===== src/rtl/wb_stream_loader_pkg.sv =====
// Shared FSM state encoding and Wishbone constant fields for the stream boot loader.
// No logic of its own.
package wb_stream_loader_pkg;

  typedef enum logic [2:0] {
    HDR,
    DATA,
    WRITE,
    DONE,
    ERROR
  } state_t;

  localparam logic [3:0] WB_SEL_ALL  = 4'hF;
  localparam logic [2:0] CTI_CLASSIC = 3'b000;
  localparam logic [1:0] BTE_LINEAR  = 2'b00;

endpackage


===== src/rtl/wb_stream_loader_packer.sv =====
// Big-endian byte-to-word packer: word/word_vld are combinational on the 4th push.
// Never stalls; the caller decides when to push and clears it on state entry.
module wb_stream_loader_packer (
  input  logic        clk,
  input  logic        rst,
  input  logic        push,
  input  logic [7:0]  byte_dat,
  input  logic        clear,
  output logic [31:0] word,
  output logic        word_vld
);

  logic [1:0]  cnt;
  logic [23:0] shreg;

  always_ff @(posedge clk or posedge rst) begin
    if (rst) begin
      cnt   <= 2'd0;
      shreg <= 24'd0;
    end else if (clear) begin
      cnt   <= 2'd0;
    end else if (push) begin
      cnt   <= cnt + 2'd1;
      shreg <= {shreg[15:0], byte_dat};
    end
  end

  // The 4th byte is merged in-flight so the caller can register the word on that same edge.
  assign word     = {shreg, byte_dat};
  assign word_vld = push && (cnt == 2'd3);

endmodule


===== src/rtl/wb_stream_loader.sv =====
// Byte-stream boot loader: header word count, then packed words written over Wishbone; CPU held in reset until done.
// 4 byte cycles + 1..n bus cycles per word; s_ready_o low while a write waits for ack, and in DONE/ERROR.
module wb_stream_loader
  import wb_stream_loader_pkg::*;
#(
  parameter logic [31:0] BASE_ADDR = 32'h0000_0000,
  parameter logic [31:0] MAX_WORDS = 32'd65536
) (
  input  logic        wb_clk_i,
  input  logic        wb_rst_i,
  input  logic [7:0]  s_data_i,
  input  logic        s_valid_i,
  output logic        s_ready_o,
  output logic [31:0] wbm_adr_o,
  output logic [31:0] wbm_dat_o,
  output logic [3:0]  wbm_sel_o,
  output logic        wbm_we_o,
  output logic        wbm_cyc_o,
  output logic        wbm_stb_o,
  output logic [2:0]  wbm_cti_o,
  output logic [1:0]  wbm_bte_o,
  input  logic        wbm_ack_i,
  input  logic        wbm_err_i,
  output logic        cpu_rst_o,
  output logic        done_o,
  output logic        error_o,
  output logic [31:0] words_o
);

  state_t      state;
  logic [31:0] word_count;
  logic        accept;
  logic        pk_clear;
  logic        pk_vld;
  logic [31:0] pk_word;

  assign accept   = s_valid_i & s_ready_o;
  assign pk_clear = (state != HDR) && (state != DATA);

  assign wbm_sel_o = WB_SEL_ALL;
  assign wbm_cti_o = CTI_CLASSIC;
  assign wbm_bte_o = BTE_LINEAR;

  wb_stream_loader_packer u_packer (
    .clk      (wb_clk_i),
    .rst      (wb_rst_i),
    .push     (accept),
    .byte_dat (s_data_i),
    .clear    (pk_clear),
    .word     (pk_word),
    .word_vld (pk_vld)
  );

  always_ff @(posedge wb_clk_i or posedge wb_rst_i) begin
    if (wb_rst_i) begin
      state      <= HDR;
      word_count <= 32'd0;
      s_ready_o  <= 1'b0;
      wbm_cyc_o  <= 1'b0;
      wbm_stb_o  <= 1'b0;
      wbm_we_o   <= 1'b0;
      wbm_adr_o  <= 32'd0;
      wbm_dat_o  <= 32'd0;
      cpu_rst_o  <= 1'b1;
      done_o     <= 1'b0;
      error_o    <= 1'b0;
      words_o    <= 32'd0;
    end else begin
      case (state)
        HDR: begin
          s_ready_o <= 1'b1;
          if (pk_vld) begin
            word_count <= pk_word;
            if (pk_word == 32'd0) begin
              state     <= DONE;
              s_ready_o <= 1'b0;
              cpu_rst_o <= 1'b0;
              done_o    <= 1'b1;
            end else if (pk_word > MAX_WORDS) begin
              state     <= ERROR;
              s_ready_o <= 1'b0;
              error_o   <= 1'b1;
            end else begin
              state <= DATA;
            end
          end
        end
        DATA: begin
          if (pk_vld) begin
            state     <= WRITE;
            s_ready_o <= 1'b0;
            wbm_cyc_o <= 1'b1;
            wbm_stb_o <= 1'b1;
            wbm_we_o  <= 1'b1;
            wbm_adr_o <= BASE_ADDR + {words_o[29:0], 2'b00};
            wbm_dat_o <= pk_word;
          end
        end
        WRITE: begin
          // err wins over a simultaneous ack so a faulted write is never counted.
          if (wbm_err_i) begin
            state     <= ERROR;
            wbm_cyc_o <= 1'b0;
            wbm_stb_o <= 1'b0;
            wbm_we_o  <= 1'b0;
            error_o   <= 1'b1;
          end else if (wbm_ack_i) begin
            wbm_cyc_o <= 1'b0;
            wbm_stb_o <= 1'b0;
            wbm_we_o  <= 1'b0;
            words_o   <= words_o + 32'd1;
            if (words_o + 32'd1 == word_count) begin
              state     <= DONE;
              cpu_rst_o <= 1'b0;
              done_o    <= 1'b1;
            end else begin
              state     <= DATA;
              s_ready_o <= 1'b1;
            end
          end
        end
        default: ;
      endcase
    end
  end

endmodule


===== config.mk =====
export PLATFORM = sky130hd
export DESIGN_NAME = wb_stream_loader
export DESIGN_NICKNAME = d
export VERILOG_FILES = /design/src/rtl/wb_stream_loader_pkg.sv /design/src/rtl/wb_stream_loader_packer.sv /design/src/rtl/wb_stream_loader.sv
export SDC_FILE = /design/constraint.sdc
export NUM_CORES = 1
export LEC_CHECK = 0
export ABC_CLOCK_PERIOD_IN_PS = 13800
export BUFFER_PORTS_ARGS = -buffer_cell sky130_fd_sc_hd__buf_4
export CORE_MARGIN = 2
export CORE_UTILIZATION = 33
export DETAILED_ROUTE_END_ITERATION = 10
export PLACE_DENSITY = 0.56
export SLEW_MARGIN = 40
export SYNTH_ARGS = -nofsm -noshare
export SYNTH_HDL_FRONTEND = slang
export SYNTH_HIERARCHICAL = 1
export SYNTH_SLANG_ARGS = --single-unit
export TNS_END_PERCENT = 5

===== constraint.sdc =====
create_clock -name wb_clk_i -period 13.8 [get_ports wb_clk_i]
set_clock_uncertainty 0.2 [all_clocks]
set_input_delay 2.76 -clock wb_clk_i [delete_from_list [all_inputs] [get_ports wb_clk_i]]
set_output_delay 2.76 -clock wb_clk_i [all_outputs]
set_load 0.05 [all_outputs]

==> results.md <==
* Worst path bufs/invs at 1
* Fin. max-slew vios at 0
* Routability-driven placement congestion ratio at 0.826
* Rel. slew slack at 51.9%
* DR iter-0 viols at 341
* IO buf count at 113
* Antenna violations before repair at 0
* CTS resizes at 0
* Sequential cell area at 4010 sq um
* Post-route cell area at 9420 sq um
* Clock Latency Late Sink at 0.43 ns
* Post-synth EDFFs at 0
* Multi-input logic area at 3450 sq um
* CTS tree: done
* Worst reg2reg path startpoint: words_o[0]
* DP Area at 8790 sq um
* IO Pins at 125
* Pre-antenna DRT Iters at 4
* Commonest non-fill, non-tap cells in the layout: 159 x dfrtp_1, 116 x buf_4, 99 x mux2_2
* Die Span X at 158 microns
* Routed len/inst at 17.1 microns
* Hpwl dp at 13000 microns
* Crit-path cells: buf_4 > nor2b_1 > nand2_1 > nor3_1 > nand4_1 > nor2_1 > nand4_1 > nor2_1 > xor2_1
* Path type of the worst setup path: input pin to flop
* Clk sinks at 160
* Fill count at 2252
* Worst VDD drop at ~0.075 mV
* Full die area at 24900 sq um
* Layout Nets at 754
* Synthesis-to-finish area growth at 20.9%
* Syn Area/Cell at approximately 12 sq um
* Crit path max fanout at 10
* Core outline area at 23300 sq um
* Largest net degree at the start of global routing at roughly 100
* CTS H-Tree Depth at 4
* Post-Syn Area at 7790 sq um
* Crit path required time at 13.94 ns
* Root buffer cell: clkbuf_16
* RSZ-0062 raised after global routing: false
* Max-Cap Viols at 0
* Die Y at 158 microns
* Post-Syn Instances at 652
* CP arrival at 4.92 ns
* Min Clock Period, post-route at 4.77 ns
* Yosys reg bits at 160
* Final setup viols at 0
* Post-CTS Setup Inserts at 0
* Status: complete, no violations
* Sequential area share after synthesis at 51.4%
* Vias in the first global route at 4932
* Final Cycle Share at 34.6%
* Worst-path clk slew at around 0.060 ns
* P per Cell Area at about 130 nW/um^2
* YS warnings at 6
* Row count at 56
* Vias per inst at 4.85
* Async SR Flop Fraction at 100%
* Slew @ Worst Pin at 0.721 ns
* Via Count at 5185
* Main synth FF type: dfrtp_1
* Final Hold Viols at 0
* Hold Startpoint: error_o
* Crit. End Element: flop
* DRC viols at 0
* Startpoint Class: input pin
* Hold Path Class: flop to flop
* Yosys top cell area share at 51.1%
* Critical path origin: wbm_err_i
* Share of post-route cells with drive strength above 1 at 38.0%
* Top delay family on crit path: simple AND/OR/NAND/NOR gates
* Final TNS setup at 0 ns
* Lkg Pwr at 4.49 nW
* Starting density of the core at 33.4%
* Slowest Stage Delay on Critical Path at around 0.58 ns
* Overflow after GRT at 0
* Clock tree buffer depth at 2
* Slowest CP cell: nor3_1
* First-pass GRT wire length at 29000 microns
* N_diodes at 0
* Post-DRT Antenna Nets at 0
* Num CTS Buffers at 17
* Peak Freq at 0.210 GHz
* Cell taking the most area after synthesis: dfrtp_1
* Post-Route WL at 18300 microns
* Most common cell after layout, fill and taps aside: dfrtp_1
* Cts hold-fix bufs at 0
* Leading post-synthesis cells by cell area: dfrtp_1 51%, mux2_2 14%, xnor2_1 4.6%, mux2_4 3.9%, xor2_1 2.6%
* R2R setup slack at 9.80 ns
* Total GRT Usage at between 10% and 20%
* Count of cell types in the netlist at 63
==> cells in the mapped netlist (3+ instances only) <==
master,number
a21o_1,3
a21oi_1,5
a22oi_1,3
a31oi_1,4
and2_1,4
and3_1,10
buf_2,8
buf_4,21
clkbuf_1,25
dfrtp_1,159
inv_1,8
mux2_2,99
mux2_4,20
mux2i_1,4
nand2_1,33
nand2b_1,5
nand3_1,21
nand4_1,22
nor2_1,34
nor2b_1,5
nor3_1,14
nor3b_1,4
nor4_1,11
o21ai_0,7
or2_2,5
or4_1,8
xnor2_1,41
xor2_1,23
==> per-stage QoR <==
step | hold WS (ns) | power (mW) | util [%] | std cells | worst slack, ns
after floorplan | 0.290 | 0.696 | - | 661 | 7.26
after global placement | 0.255 | 0.746 | 37.5 | 1038 | 8.56
after detailed placement | 0.254 | 0.752 | 37.7 | 1039 | 8.57
after CTS | 0.269 | 1.27 | 40.4 | 1069 | 9.02
after global routing | 0.295 | 1.30 | 40.4 | 1069 | 8.73
final | 0.268 | 1.25 | 40.4 | 1069 | 9.03
==> flip-flops by register name, summed over array words and instances, names as in the netlist <==
| register | cells |
|---|---|
| cpu_rst_o | 1 |
| done_o | 1 |
| error_o | 1 |
| s_ready_o | 1 |
| state | 3 |
| u_packer/cnt | 2 |
| u_packer/shreg | 24 |
| wbm_adr_o | 30 |
| wbm_dat_o | 32 |
| wbm_stb_o | 1 |
| word_count | 32 |
| words_o | 32 |
==> worst paths after layout <==
kind	end	cells after the start
setup / recovery	words_o[31]	9
hold / removal	error_o	1
setup reg to reg	s_ready_o	9
hold reg to reg	error_o	1
max in group asynchronous	word_count[7]	3
min in group asynchronous	u_packer/shreg[19]	2
==> per-layer routing <==
layer  GRT usage [%]  share of wire, %
met5               0                 0
met4            6.23               2.6
met3            3.42               3.9
met2            21.8                43
met1            22.6                50
==> report_power, final <==
| group | switching [mW] | internal (mW) | leakage [nW] |
|---|---|---|---|
| Clock | 0.200 | 0.308 | 0.296 |
| Sequential | 0.0750 | 0.515 | 2.16 |
| Combinational | 0.0676 | 0.0853 | 2.03 |
| Total | 0.343 | 0.908 | 4.49 |
==> kinds of logic after synthesis <==
group	count (synthesis)	synth area share [%]
adder cells (fa/ha/maj)	2	0.321
AND/OR/NAND/NOR	192	13.6
other	2	0.0964
AO/OA/AOI/OAI	43	3.85
XOR/XNOR	64	7.20
buffers and inverters	66	4.83
multiplexers	123	18.7
flip-flops	160	51.4
==> cell type report <==
class | instances | share of cell area [%]
clock buffers | 18 | 4.66
clock inverters | 12 | 1.94
multi-input cells | 435 | 36.7
repair buffers | 117 | 9.54
well taps | 319 | 4.24
flip-flops and latches | 160 | 42.5
inverters | 8 | 0.399
(Power assumes the default switching activity.)
